### src/rtl/msx_wait_pkg.sv
// Shared types and defaults for the Z80 wait-state generator.
// Access classes, FSM states and the MSX1 default wait counts.
package msx_wait_pkg;

  typedef enum logic [2:0] {
    ACC_NONE = 3'd0,
    ACC_M1   = 3'd1,
    ACC_MEM  = 3'd2,
    ACC_IO   = 3'd3,
    ACC_VDP  = 3'd4
  } acc_class_t;

  typedef enum logic [1:0] {
    IDLE = 2'd0,
    WAIT = 2'd1,
    HOLD = 2'd2
  } wait_state_t;

  localparam int unsigned DEF_WAIT_M1  = 1;
  localparam int unsigned DEF_WAIT_MEM = 0;
  localparam int unsigned DEF_WAIT_IO  = 0;
  localparam int unsigned DEF_WAIT_VDP = 0;

endpackage

### src/rtl/msx_wait_gen_gap_timer.sv
// Saturating clk21m timer measuring time since the last VDP access ended.
// Resets saturated so the first VDP access after reset pays no penalty.
module msx_wait_gap_timer #(
  parameter int GAP_W = 7
) (
  input  logic             clk21m,
  input  logic             reset,
  input  logic             clr,
  input  logic [GAP_W-1:0] limit,
  output logic             done
);

  logic [GAP_W-1:0] cnt_q;
  logic [GAP_W-1:0] cnt_d;

  always_comb begin
    cnt_d = cnt_q;
    if (clr)
      cnt_d = '0;
    else if (cnt_q != '1)
      cnt_d = cnt_q + 1'b1;
  end

  always_ff @(posedge clk21m or posedge reset) begin
    if (reset)
      cnt_q <= '1;
    else
      cnt_q <= cnt_d;
  end

  assign done = (cnt_q >= limit);

endmodule

### src/rtl/msx_wait_gen.sv
// Configurable Z80 wait-state generator between the T80 core and bus decoders.
// Per-class wait counts, VDP access spacing and slot ext_wait_n merge.
module msx_wait_gen
  import msx_wait_pkg::*;
#(
  parameter int         WAIT_W   = 3,
  parameter int         GAP_W    = 7,
  parameter logic [7:0] VDP_PORT = 8'h98
) (
  input  logic              clk21m,
  input  logic              reset,
  input  logic              ce_p,
  input  logic              m1_n,
  input  logic              mreq_n,
  input  logic              iorq_n,
  input  logic              rd_n,
  input  logic              wr_n,
  input  logic              rfsh_n,
  input  logic [7:0]        a,
  input  logic              ext_wait_n,
  input  logic              cfg_en,
  input  logic [WAIT_W-1:0] cfg_wait_m1,
  input  logic [WAIT_W-1:0] cfg_wait_mem,
  input  logic [WAIT_W-1:0] cfg_wait_io,
  input  logic [WAIT_W-1:0] cfg_wait_vdp,
  input  logic [GAP_W-1:0]  cfg_vdp_gap,
  output logic              wait_n,
  output logic [2:0]        acc_class
);

  logic acc;
  logic start;
  logic is_vdp;
  logic gap_clr;
  logic gap_done;

  acc_class_t        cls_now;
  logic [WAIT_W-1:0] cfg_sel;

  wait_state_t       state_q, state_d;
  acc_class_t        cls_q, cls_d;
  logic [WAIT_W-1:0] cnt_q, cnt_d;
  logic              pend_q, pend_d;
  logic              wait_q, wait_d;
  logic              acc_d_q;

  // Refresh and interrupt acknowledge never qualify as accesses.
  assign acc = (~mreq_n & rfsh_n & (~m1_n | ~rd_n | ~wr_n))
             | (~iorq_n & m1_n & (~rd_n | ~wr_n));
  assign start  = acc & ~acc_d_q;
  assign is_vdp = (((a ^ VDP_PORT) & 8'hFC) == 8'h00);

  always_comb begin
    if (~m1_n)
      cls_now = ACC_M1;
    else if (~mreq_n)
      cls_now = ACC_MEM;
    else if (is_vdp)
      cls_now = ACC_VDP;
    else
      cls_now = ACC_IO;
  end

  always_comb begin
    unique case (cls_now)
      ACC_M1:  cfg_sel = cfg_wait_m1;
      ACC_MEM: cfg_sel = cfg_wait_mem;
      ACC_VDP: cfg_sel = cfg_wait_vdp;
      default: cfg_sel = cfg_wait_io;
    endcase
  end

  assign gap_clr = acc_d_q & ~acc & (cls_q == ACC_VDP);

  msx_wait_gap_timer #(
    .GAP_W(GAP_W)
  ) u_gap (
    .clk21m(clk21m),
    .reset (reset),
    .clr   (gap_clr),
    .limit (cfg_vdp_gap),
    .done  (gap_done)
  );

  always_comb begin
    state_d = state_q;
    cls_d   = cls_q;
    cnt_d   = cnt_q;
    pend_d  = pend_q;
    wait_d  = wait_q;
    unique case (state_q)
      IDLE: begin
        if (start) begin
          cls_d  = cls_now;
          cnt_d  = cfg_sel;
          pend_d = (cls_now == ACC_VDP) & ~gap_done & cfg_en;
          if (cfg_en & ((cfg_sel != '0) | pend_d)) begin
            wait_d  = 1'b0;
            state_d = WAIT;
          end else begin
            state_d = HOLD;
          end
        end
      end
      WAIT: begin
        if (~acc) begin
          wait_d  = 1'b1;
          state_d = IDLE;
        end else begin
          if (ce_p && (cnt_q != '0))
            cnt_d = cnt_q - 1'b1;
          if (gap_done)
            pend_d = 1'b0;
          if ((cnt_q == '0) && (~pend_q | gap_done)) begin
            wait_d  = 1'b1;
            state_d = HOLD;
          end
        end
      end
      HOLD: begin
        if (~acc)
          state_d = IDLE;
      end
      default: begin
        wait_d  = 1'b1;
        state_d = IDLE;
      end
    endcase
  end

  always_ff @(posedge clk21m or posedge reset) begin
    if (reset) begin
      state_q <= IDLE;
      cls_q   <= ACC_NONE;
      cnt_q   <= '0;
      pend_q  <= 1'b0;
      wait_q  <= 1'b1;
      acc_d_q <= 1'b0;
    end else begin
      state_q <= state_d;
      cls_q   <= cls_d;
      cnt_q   <= cnt_d;
      pend_q  <= pend_d;
      wait_q  <= wait_d;
      acc_d_q <= acc;
    end
  end

  assign wait_n    = wait_q & ext_wait_n;
  assign acc_class = cls_q;

endmodule

### config.mk
export PLATFORM = sky130hd
export DESIGN_NAME = msx_wait_gen
export DESIGN_NICKNAME = d
export VERILOG_FILES = /design/src/rtl/msx_wait_pkg.sv /design/src/rtl/msx_wait_gen_gap_timer.sv /design/src/rtl/msx_wait_gen.sv
export SDC_FILE = /design/constraint.sdc
export NUM_CORES = 1
export LEC_CHECK = 0
export CAP_MARGIN = 20
export CORE_ASPECT_RATIO = 0.8
export CORE_MARGIN = 2
export CORE_UTILIZATION = 49
export CTS_CLUSTER_SIZE = 28
export DETAILED_ROUTE_END_ITERATION = 7
export PLACE_DENSITY_LB_ADDON = 0.1
export SLEW_MARGIN = 20
export SYNTH_ARGS = -nofsm -noshare
export SYNTH_HDL_FRONTEND = slang
export SYNTH_SLANG_ARGS = --single-unit
### constraint.sdc
create_clock -name clk21m -period 3 [get_ports clk21m]
set_input_delay 0.6 -clock clk21m [delete_from_list [all_inputs] [get_ports clk21m]]
set_output_delay 0.6 -clock clk21m [all_outputs]
set_load 0.005 [all_outputs]
==> summary.txt, run 1 <==
Clock tree
  – CTS buffer count: 3
  – CTS root buffer: clkbuf_4
  – H-tree levels: 1
  – Max clock buf depth: 2
  – Worst-Skew Late Latency: 0.30 ns
  – CTS Sinks: 18
  – CTS tree: done
  – Hold_buf cts: 0
  – Worst-path clk slew: approximately 0.11 ns
  – Setup bufs post-CTS: 0
  – Quantity of gates resized following cts: 0

Layout
  – Final instance area: between 0.0015 and 0.002 mm2
  – Layout cells sized above 1: approximately 10%
  – Fillers: between 200 and 250
  – Fin util: between 70% and 80%
  – Final std cells w/o fill: 229
  – Final nets: ~240
  – Area delta synth->final: 35.5%
  – ANT cells: 0

Synth
  – Synthesized instance count: 151
  – Syn Area/Cell: around 8.6 um2
  – Syn. warnings: 0
  – EDFF count, synth: 0
  – Synth Flop Type: dfrtp_1
  – Post-synthesis sequential area ratio: between 30% and 40%
  – Seq cells post-synth: 18
  – Ys async rst share: between 90% and 100%
  – Syn nets: around 200
  – Cell Area, Synth: between 0.001 and 0.0015 mm2
  – Synth unique cells: 36

Timing
  – Worst Tran Pin Value: slightly below 0.7 ns
  – Final worst-path setup slack: 0.606 ns
  – Pins over their slew limit: 0
  – Worst clock skew: around 0.018 ns
  – Hold Vio Cnt, Final: 0
  – Hold Worst Slack: between 0.5 and 0.6 ns
  – Crit path time final: between 2 and 2.5 ns
  – Setup violations, final: 0
  – Setup TNS: 0 ns
  – Period utilization: around four fifths
  – Max Fclk: between 400 and 500 MHz
  – RSZ-0062 raised after global routing: false
  – Worst relative slew slack: 54.1%

Job
  – MaxCap Viol Count: 0

Status
  – Outcome: completed

Drt
  – Routed length on met3: between 150 and 200 um
  – Vias post-DR: 1250
  – Highest Signal Layer: met4
  – Via density: roughly 5.5
  – Met2 wire length: between 1 and 1.5 mm
  – Final ANT Viol Nets: 0
  – WL final: 2.99 mm
  – DRC errors left: 0
  – DRT met1 WL: 1.39 mm
  – DR WL/cell: between 10 and 15 um
  – Starting DRC count in detailed routing: between 40 and 50
  – 1st-pass router iterations: 4

Floorplan
  – Core Area: 0.00248 mm2
  – # rows: 16
  – Die Y: approximately 50 um
  – Die width: around 60 um
  – I/O Pins: between 40 and 50
  – Die ar.: roughly 0.0031 mm2
  – Starting Density: between 50% and 60%

Placement
  – Hpwl dp: 2.50 mm
  – Placed insts: 225
  – Pre-CTS setup slack: about 0.3 ns
  – Port Buffers: 39
  – Post-DP Area: 0.00174 mm2
  – RD Place Congestion: 0.819

Critical path
  – Data required time of the worst path: approximately 3.3 ns
  – CP Capture Type: flop
  – Crit Path Max Fanout: 3
  – Crit path DAT: between 2 and 3 ns
  – CP startpoint kind: input port
  – Type of the worst setup path: input port to flop

Global route
  – Initial antenna violation count: 0
  – Total grt overflow: 0
  – Vias in the first global route: between 1000 and 1500
  – Global-route total usage across every layer: 22.7%
  – First-pass GRT wire length: between 5 and 6 mm
  – Maximum number of pins on one net before global-route repair: 19

Pwr
  – P per Cell Area: a little under 600 mW/mm2
  – Leakage power: a little under 0.8 nW
  – Tot Pwr: about 1.0 mW
  – Max VDD drop: ~0.00033 V

Hold path
  – Worst min path class: flop to flop
logic make-up (layout without fill, tap and decap cells):
family / count (synthesis) / in the layout / share of synthesized area (%)
and+or+nand+nor: 64 / 64 / 27.6
AOI/OAI and AO/OA: 34 / 34 / 17.2
buffers and inverters: 19 / 61 / 5.77
DFF: 18 / 18 / 35.4
adders and majority gates: 10 / 10 / 9.62
muxes: 4 / 4 / 3.08
xor gates and xnor gates: 2 / 2 / 1.35
final cells by class:
type | count | area, um2 | area share [%]
clock buffers | 4 | 26.3 | 1.49
inverters | 16 | 60.1 | 3.41
multi-input cells | 114 | 766 | 43.4
flip-flops and latches | 18 | 460 | 26.1
well taps | 36 | 45.0 | 2.56
repair buffers | 41 | 405 | 23.0
routing by layer:
| metal | track usage (%) | up-vias |
|---|---|---|
| met2 | 35.4 | 49 |
| met5 | 0 | - |
| met1 | 31.4 | 573 |
| met3 | 3.41 | 7 |
| li1 | - | 621 |
| met4 | 8.16 | 0 |
placed cells by master (no fill, tap or decap), types with 2 or more instances in the layout:
master / n
nor2_1: 12
clkdlybuf4s50_1: 39
nor3_1: 4
clkbuf_4: 3
a31oi_1: 4
o21ai_0: 8
and3_1: 2
dfrtp_1: 10
mux2i_1: 4
a21oi_1: 9
nand2_1: 13
buf_4: 2
nor4bb_1: 2
nand4_1: 4
nand3_1: 9
a22o_1: 2
nand2b_1: 5
o31ai_1: 3
inv_1: 16
dfstp_2: 8
o21a_1: 3
ha_1: 10
nor2b_1: 5
Yosys cell counts, drive strengths merged, types with 4 or more instances:
| cell type | count | area [um2] |
|---|---|---|
| nor2b | 5 | 31.3 |
| nor3 | 5 | 30.0 |
| nand2b | 6 | 45.0 |
| dfrtp | 10 | 250 |
| nand2 | 13 | 48.8 |
| inv | 16 | 60.1 |
| a31oi | 4 | 25.0 |
| nor2 | 12 | 45.0 |
| mux2i | 4 | 40.0 |
| nand3 | 9 | 45.0 |
| ha | 10 | 125 |
| o21ai | 9 | 48.8 |
| nand4 | 4 | 25.0 |
| a21oi | 9 | 45.0 |
| dfstp | 8 | 210 |
worst paths after layout:
kind                                 to            from  slack [ns]  cells after the start
max in group asynchronous      cnt_q[1]           reset        1.85                      2
max reg2reg                  state_q[0]  u_gap.cnt_q[0]        0.79                      8
min reg2reg                acc_class[2]    acc_class[2]        0.53                      2
max                              wait_q  cfg_vdp_gap[2]        0.61                      9
min in group asynchronous  acc_class[2]           reset        0.69                      2
min                        acc_class[2]    acc_class[2]        0.53                      2
worst max-delay path, stage by stage:
cell,delay [ns]
clkdlybuf4s50_1,0.45
inv_1,0.04
ha_1,0.30
a21o_1,0.18
a31oi_1,0.22
o21ai_0,0.24
o21a_1,0.26
o21a_1,0.19
o21a_1,0.16
sequential cells by signal, summed over array words and instances (netlist names):
name         flops
wait_q           1
u_gap.cnt_q      7
cnt_q            3
acc_d_q          1
acc_class        3
pend_q           1
state_q          2
report_power, final:
| part | internal [mW] | switching (mW) | total, mW | leakage (nW) |
|---|---|---|---|---|
| sequential | 0.367 | 0.0873 | 0.455 | 0.211 |
| clock | 0.0518 | 0.0768 | 0.129 | 0.0150 |
| combinational | 0.224 | 0.212 | 0.436 | 0.556 |
No activity file was read; power rests on OpenSTA's default activity.
==> run 2: changes to the inputs <==
--- a/config.mk
+++ b/config.mk
@@ -8,7 +8,7 @@
 export CAP_MARGIN = 20
 export CORE_ASPECT_RATIO = 0.8
 export CORE_MARGIN = 2
-export CORE_UTILIZATION = 49
+export CORE_UTILIZATION = 41
 export CTS_CLUSTER_SIZE = 28
 export DETAILED_ROUTE_END_ITERATION = 7
 export PLACE_DENSITY_LB_ADDON = 0.1
==> constraint.sdc (replaced) <==
create_clock -name clk21m -period 2.05 [get_ports clk21m]
set_input_delay 0.41 -clock clk21m [delete_from_list [all_inputs] [get_ports clk21m]]
set_output_delay 0.41 -clock clk21m [all_outputs]
set_load 0.005 [all_outputs]
==> run 2 against run 1 <==
Against the previous run:
- sequential cell count unchanged
- clock skew decreased by 0.0083 ns
- global-route usage decreased by 4.0 points
- register-to-register slack got worse by 0.66 ns
- count of clock-buffer cells in the layout unchanged
- highest routed layer unchanged
- clock power increased by 120%
- total power increased by 64%
- utilization decreased by 8.4 points
- largest cell class unchanged
- worst setup slack got worse by 0.51 ns
- sequential share of layout area decreased by 2.1 points
- via count decreased by 0.40%
==> summary.txt, run 2 (synthesized netlist as in run 1, its figures left out) <==
Critical path
  – CP startpoint kind: input port (unchanged)
  – Data required time of the worst path: 2.24 ns (was 3.25 ns)
  – Worst R2R Setup Slack: 0.13 ns (was 0.79 ns)
  – CP Capture Type: flop (unchanged)
  – Crit path DAT: 2.15 ns (was 2.64 ns)
  – CP Launch Point: cfg_vdp_gap[5] (was cfg_vdp_gap[2])
  – Worst reg2reg endpoint: wait_q (was state_q[0])
  – Worst reg-to-reg path cell count: 8 (unchanged)
  – Crit Path Max Fanout: 3 (unchanged)
  – Crit Reg-Reg Startpoint: u_gap.cnt_q[0] (unchanged)
  – Type of the worst setup path: input port to flop (unchanged)

Floorplan
  – Starting Density: 42.5% (was 52.4%)
  – Die width: 67.0 um (was 61.6 um)
  – Core Area: 0.00306 mm2 (was 0.00248 mm2)
  – Die Y: 54.4 um (was 50.1 um)
  – I/O Pins: 42 (unchanged)
  – Die ar.: 0.00364 mm2 (was 0.00309 mm2)
  – # rows: 18 (was 16)

Clock tree
  – CTS root buffer: clkbuf_8 (was clkbuf_4)
  – Max clock buf depth: 2 (unchanged)
  – Worst-Skew Late Latency: 0.26 ns (was 0.30 ns)
  – Worst-path clk slew: 0.07 ns (was 0.11 ns)
  – CTS tree: done (unchanged)
  – Setup bufs post-CTS: 0 (unchanged)
  – H-tree levels: 1 (unchanged)
  – CTS Sinks: 18 (unchanged)
  – CTS buffer count: 3 (unchanged)

Hold path
  – Worst min path class: flop to flop (unchanged)
  – Hold Path Depth: 2 (unchanged)
  – Hold path endpoint: pend_q (was acc_class[2])
  – Worst Hold Launch: pend_q (was acc_class[2])

Drt
  – 1st-pass router iterations: 4 (unchanged)
  – Starting DRC count in detailed routing: 77 (was 47)
  – Final ANT Viol Nets: 0 (unchanged)
  – Vias post-DR: 1245 (was 1250)
  – WL final: 2.90 mm (was 2.99 mm)
  – DR WL/cell: 11.9 um (was 13.0 um)
  – Via density: 5.12 (was 5.46)
  – DRC errors left: 0 (unchanged)

Global route
  – Total grt overflow: 0 (unchanged)
  – Vias in the first global route: 1170 (was 1228)
  – Global-route total usage across every layer: 18.7% (was 22.7%)
  – Maximum number of pins on one net before global-route repair: 19 (unchanged)
  – First-pass GRT wire length: 5.07 mm (was 5.23 mm)
  – Initial antenna violation count: 0 (unchanged)

Layout
  – Largest Register: u_gap.cnt_q (unchanged)
  – Register Area: 460 um2 (unchanged)
  – Area delta synth->final: 47.5% (was 35.5%)
  – Highest-count cells in the layout ignoring fill and taps: clkdlybuf4s50_1 (38), inv_1 (15), nand2_1 (13), nor2_1 (12), buf_4 (12) (was clkdlybuf4s50_1 (39), inv_1 (16), nand2_1 (13), nor2_1 (12))
  – Final nets: 252 (was 242)
  – Final instance area: 0.00192 mm2 (was 0.00176 mm2)
  – Final std cells w/o fill: 243 (was 229)
  – Fillers: 272 (was 228)
  – Footprint of the multi-input gates: 811 um2 (was 766 um2)
  – Number of flip-flops under the largest register name: 7 (unchanged)
  – ANT cells: 0 (unchanged)
  – Layout cells sized above 1: 18.7% (was 10.4%)
  – Most common cell after layout, fill and taps aside: clkdlybuf4s50_1 (unchanged)
  – Fin util: 62.7% (was 71.0%)

Timing
  – Setup violations, final: 0 (unchanged)
  – Crit path time final: about 2 ns
  – Max Fclk: a little over 500 MHz
  – Worst relative slew slack: 55.5% (was 54.1%)
  – Setup TNS: 0 ns (unchanged)
  – Pins over their slew limit: 0 (unchanged)
  – Final worst-path setup slack: 0.0967 ns (was 0.606 ns)
  – Period utilization: between 90 and 100%
  – Worst clock skew: 0.00936 ns (was 0.0177 ns)
  – Hold Vio Cnt, Final: 0 (unchanged)
  – Hold Worst Slack: 0.509 ns (was 0.529 ns)
  – Worst Tran Pin Value: 0.667 ns (was 0.688 ns)

Placement
  – RD Place Congestion: 0.866 (was 0.819)
  – Post-DP Area: 0.00182 mm2 (was 0.00174 mm2)
  – Port Buffers: 39 (unchanged)
  – Placed insts: 239 (was 225)
  – Hpwl dp: 2.45 mm (was 2.50 mm)
  – Pre-CTS setup slack: -0.378 ns (was 0.295 ns)

Status
  – Outcome: completed (unchanged)

Pwr
  – Tot Pwr: 1.67 mW (was 1.02 mW)
  – Max VDD drop: 0.000776 V (was 0.000331 V)
  – P per Cell Area: 870 mW/mm2 (was 578 mW/mm2)
  – Leakage power: 0.852 nW (was 0.783 nW)

Job
  – MaxCap Viol Count: 0 (unchanged)
run 2: cell count changes in the layout (fill, tap and decap cells not counted), sizes merged:
| cell | before | now |
|---|---|---|
| clkdlybuf4s50 | 39 | 38 |
| buf | 2 | 12 |
| dlymetal6s2s | 0 | 1 |
run 2: area by class of cell:
cell class	instances	share of cell area, %
tap	40	2.61
inverter	16	3.13
sequential	18	24.0
clock buffer	4	2.87
timing repair buffer	51	25.2
multi-input combinational	114	42.2
run 2: what timing repair did:
action	CTS	global route
hold buffers	0	0
gates resized for setup	4	5
pin swaps	1	4
setup endpoints to repair	3	3
run 2: metal layers:
| metal | part of all wire (%) | GRT usage, % |
|---|---|---|
| met4 | 1.3 | 6.12 |
| met2 | 40 | 29.5 |
| met1 | 53 | 25.7 |
| met3 | 5.7 | 3.91 |
| met5 | 0 | 0 |
run 2: worst max-delay path by stage:
stage / endpoint / slack, ns
2_1_floorplan: wait_q / 0.21
3_3_place_gp: wait_q / -0.31
3_5_place_dp: wait_q / -0.38
4_1_cts: wait_q / 0.01
5_1_grt: wait_q / -0.003
6_report: wait_q / 0.1
run 2: report_power, final:
part | internal [mW] | total [mW] | switching [mW]
Combinational | 0.388 | 0.715 | 0.327
Clock | 0.171 | 0.289 | 0.118
Sequential | 0.538 | 0.665 | 0.127
run 2: critical path: stages:
cell and delay, ns:
clkdlybuf4s50_1 0.45, inv_1 0.04, ha_1 0.31, nand4_1 0.10
and3_1 0.18, o21ai_2 0.08, o21a_1 0.23, o21a_1 0.18
o21a_1 0.17
==> run 3: changes to the inputs <==
--- a/config.mk
+++ b/config.mk
@@ -11,7 +11,9 @@
 export CORE_UTILIZATION = 41
 export CTS_CLUSTER_SIZE = 28
 export DETAILED_ROUTE_END_ITERATION = 7
+export GPL_TIMING_DRIVEN = 0
 export PLACE_DENSITY_LB_ADDON = 0.1
+export SETUP_SLACK_MARGIN = 0.4
 export SLEW_MARGIN = 20
 export SYNTH_ARGS = -nofsm -noshare
 export SYNTH_HDL_FRONTEND = slang
==> run 3 against run 2 <==
Against the previous run:
- worst setup slack improved by 0.060 ns
- die area did not move
- critical path depth fell by 1
- design area rose by 18%
- register-to-register slack improved by 0.03 ns
- combinational power rose by 62%
- sequential share of layout area fell by 3.7 points
- via count rose by 9.6%
- critical path type is now flop to flop
- largest cell class unchanged
==> summary.txt, run 3 (synthesized netlist as in run 1, its figures left out) <==
Status
  – Outcome: completed (unchanged)

Critical path
  – Crit Reg-Reg Startpoint: u_gap.cnt_q[2] (was u_gap.cnt_q[0])
  – Crit path DAT: 2.05 ns (was 2.15 ns)
  – Type of the worst setup path: flop to flop (was input port to flop)
  – Worst R2R Setup Slack: 0.16 ns (was 0.13 ns)
  – Worst reg-to-reg path cell count: 8 (unchanged)
  – Data required time of the worst path: 2.21 ns (was 2.24 ns)
  – CP Capture Type: flop (unchanged)
  – Worst reg2reg endpoint: state_q[1] (was wait_q)
  – CP startpoint kind: flop (was input port)
  – Crit Path Max Fanout: 3 (unchanged)

Floorplan
  – Die ar.: 0.00364 mm2 (unchanged)
  – Starting Density: 42.5% (unchanged)
  – I/O Pins: 42 (unchanged)
  – # rows: 18 (unchanged)
  – Core Area: 0.00306 mm2 (unchanged)
  – Die width: 67.0 um (unchanged)
  – Die Y: 54.4 um (unchanged)

Drt
  – Final ANT Viol Nets: 0 (unchanged)
  – DR WL/cell: 15.4 um (was 11.9 um)
  – Starting DRC count in detailed routing: 73 (was 77)
  – Via density: 5.35 (was 5.12)
  – 1st-pass router iterations: 5 (was 4)
  – DRC errors left: 0 (unchanged)
  – WL final: 3.92 mm (was 2.90 mm)
  – Vias post-DR: 1365 (was 1245)

Hold path
  – Worst Hold Launch: mreq_n (was pend_q)
  – Hold Path Depth: 3 (was 2)
  – Worst min path class: input port to flop (was flop to flop)
  – Hold path endpoint: acc_class[0] (was pend_q)

Clock tree
  – Worst-path clk slew: 0.08 ns (was 0.07 ns)
  – CTS buffer count: 3 (unchanged)
  – Max clock buf depth: 2 (unchanged)
  – Worst-Skew Late Latency: 0.26 ns (about the same)
  – H-tree levels: 1 (unchanged)
  – CTS root buffer: clkbuf_8 (unchanged)
  – CTS Sinks: 18 (unchanged)
  – Hold_buf cts: 0 (unchanged)
  – CTS tree: done (unchanged)

Global route
  – Total grt overflow: 0 (unchanged)
  – Global-route total usage across every layer: 21.5% (was 18.7%)
  – Maximum number of pins on one net before global-route repair: 19 (unchanged)
  – Initial antenna violation count: 0 (unchanged)
  – Vias in the first global route: 1281 (was 1170)
  – First-pass GRT wire length: 5.79 mm (was 5.07 mm)

Timing
  – Crit path time final: 1.89 ns (was 1.95 ns)
  – Hold Worst Slack: 0.486 ns (was 0.509 ns)
  – Setup violations, final: 0 (unchanged)
  – Setup TNS: 0 ns (unchanged)
  – Period utilization: 92.3% (was 95.3%)
  – Worst Tran Pin Value: 0.695 ns (was 0.667 ns)
  – Final worst-path setup slack: 0.157 ns (was 0.0967 ns)
  – Worst relative slew slack: 53.6% (was 55.5%)
  – Worst clock skew: 0.00741 ns (was 0.00936 ns)
  – Hold Vio Cnt, Final: 0 (unchanged)
  – Pins over their slew limit: 0 (unchanged)
  – Max Fclk: 528 MHz (was 512 MHz)
  – RSZ-0062 raised after global routing: true

Layout
  – Layout cells sized above 1: 41.9% (was 18.7%)
  – Area delta synth->final: 74.5% (was 47.5%)
  – Number of flip-flops under the largest register name: 7 (unchanged)
  – Highest-count cells in the layout ignoring fill and taps: clkdlybuf4s50_1 (19), buf_4 (19), nand2_1 (13), dlygate4sd2_1 (13) (was clkdlybuf4s50_1 (38), inv_1 (15), nand2_1 (13), nor2_1 (12), buf_4 (12))
  – ANT cells: 0 (unchanged)
  – Fin util: 74.1% (was 62.7%)
  – Largest Register: u_gap.cnt_q (unchanged)
  – Final instance area: 0.00227 mm2 (was 0.00192 mm2)
  – Final std cells w/o fill: 255 (was 243)
  – Final nets: 264 (was 252)

Placement
  – Port Buffers: 38 (was 39)
  – Hpwl dp: 2.36 mm (was 2.45 mm)
  – Placed insts: 229 (was 239)
  – Pre-CTS setup slack: -0.358 ns (was -0.378 ns)
  – Post-DP Area: 0.00174 mm2 (was 0.00182 mm2)
  – RD Place Congestion: 0.824 (was 0.866)

Pwr
  – Sequential share of power: 32.1% (was 39.9%)
  – Switching power: 0.801 mW (was 0.573 mW)
  – Leakage power: 1.01 nW (was 0.852 nW)
  – Switch share: 37.3% (was 34.3%)
  – Int Pwr: 1.35 mW (was 1.10 mW)
  – Comb pwr share: 53.8% (was 42.8%)
  – Clk pwr share: 14.2% (was 17.3%)
  – Max VDD drop: 0.000746 V (was 0.000776 V)
  – P per Cell Area: 947 mW/mm2 (was 870 mW/mm2)
  – Tot Pwr: 2.15 mW (was 1.67 mW)

Job
  – MaxCap Viol Count: 0 (unchanged)
[run 3: cell count changes in the layout (fill, tap and decap cells not counted), sizes merged]
cell	before	now
clkdlybuf4s15	0	1
buf	12	25
clkdlybuf4s50	38	19
dlygate4sd2	0	13
dlymetal6s2s	1	5
[run 3: how the worst max path moves through the flow]
stage | endpoint | cells after the start | slack (ns) | from
floorplan | wait_q | 8 | 0.28 | u_gap.cnt_q[0]
global placement | state_q[0] | 9 | -0.39 | cfg_vdp_gap[6]
detailed placement | state_q[0] | 9 | -0.36 | cfg_vdp_gap[6]
CTS | wait_q | 7 | 0.19 | u_gap.cnt_q[2]
global route | state_q[1] | 8 | 0.09 | u_gap.cnt_q[2]
finish | state_q[1] | 8 | 0.16 | u_gap.cnt_q[2]
[run 3: final cells by class]
type,instances,area [um2]
clock buffers,4,55.1
plain buffers,3,15.0
repair buffers,60,553
fillers,213,792
multi-input cells,114,1080
well taps,40,50.0
flip-flops and latches,18,460
inverters,16,60.1
[run 3: power groups by stage]
stage / registers [mW] / clock network, mW / logic, mW
floorplan: 0.631 / 0 / 0.446
global placement: 0.659 / 0 / 0.615
detailed placement: 0.663 / 0 / 0.642
finish: 0.690 / 0.305 / 1.16
CTS: 0.674 / 0.300 / 0.934
global route: 0.699 / 0.317 / 1.27
[run 3: per-layer routing]
layer	share of wire [%]	track usage, %
met4	1.5	4.08
met5	0	0
met1	47	30.1
met2	46	35.0
met3	5.7	4.32
[run 3: critical path: stages (launching register included)]
cell     delay (ns)
dfstp_2        0.56
ha_4           0.20
a21o_1         0.22
a31oi_4        0.17
o21ai_4        0.08
buf_4          0.14
nor3_4         0.19
o31a_1         0.19
nor3_2         0.04
[run 3: repair_timing]
item | CTS | global route
pin swaps | 23 | 22
hold endpoints to repair | 0 | 0
setup buffers | 11 | 11
gates resized for setup | 53 | 29
endpoints found under the setup margin | 16 | 16
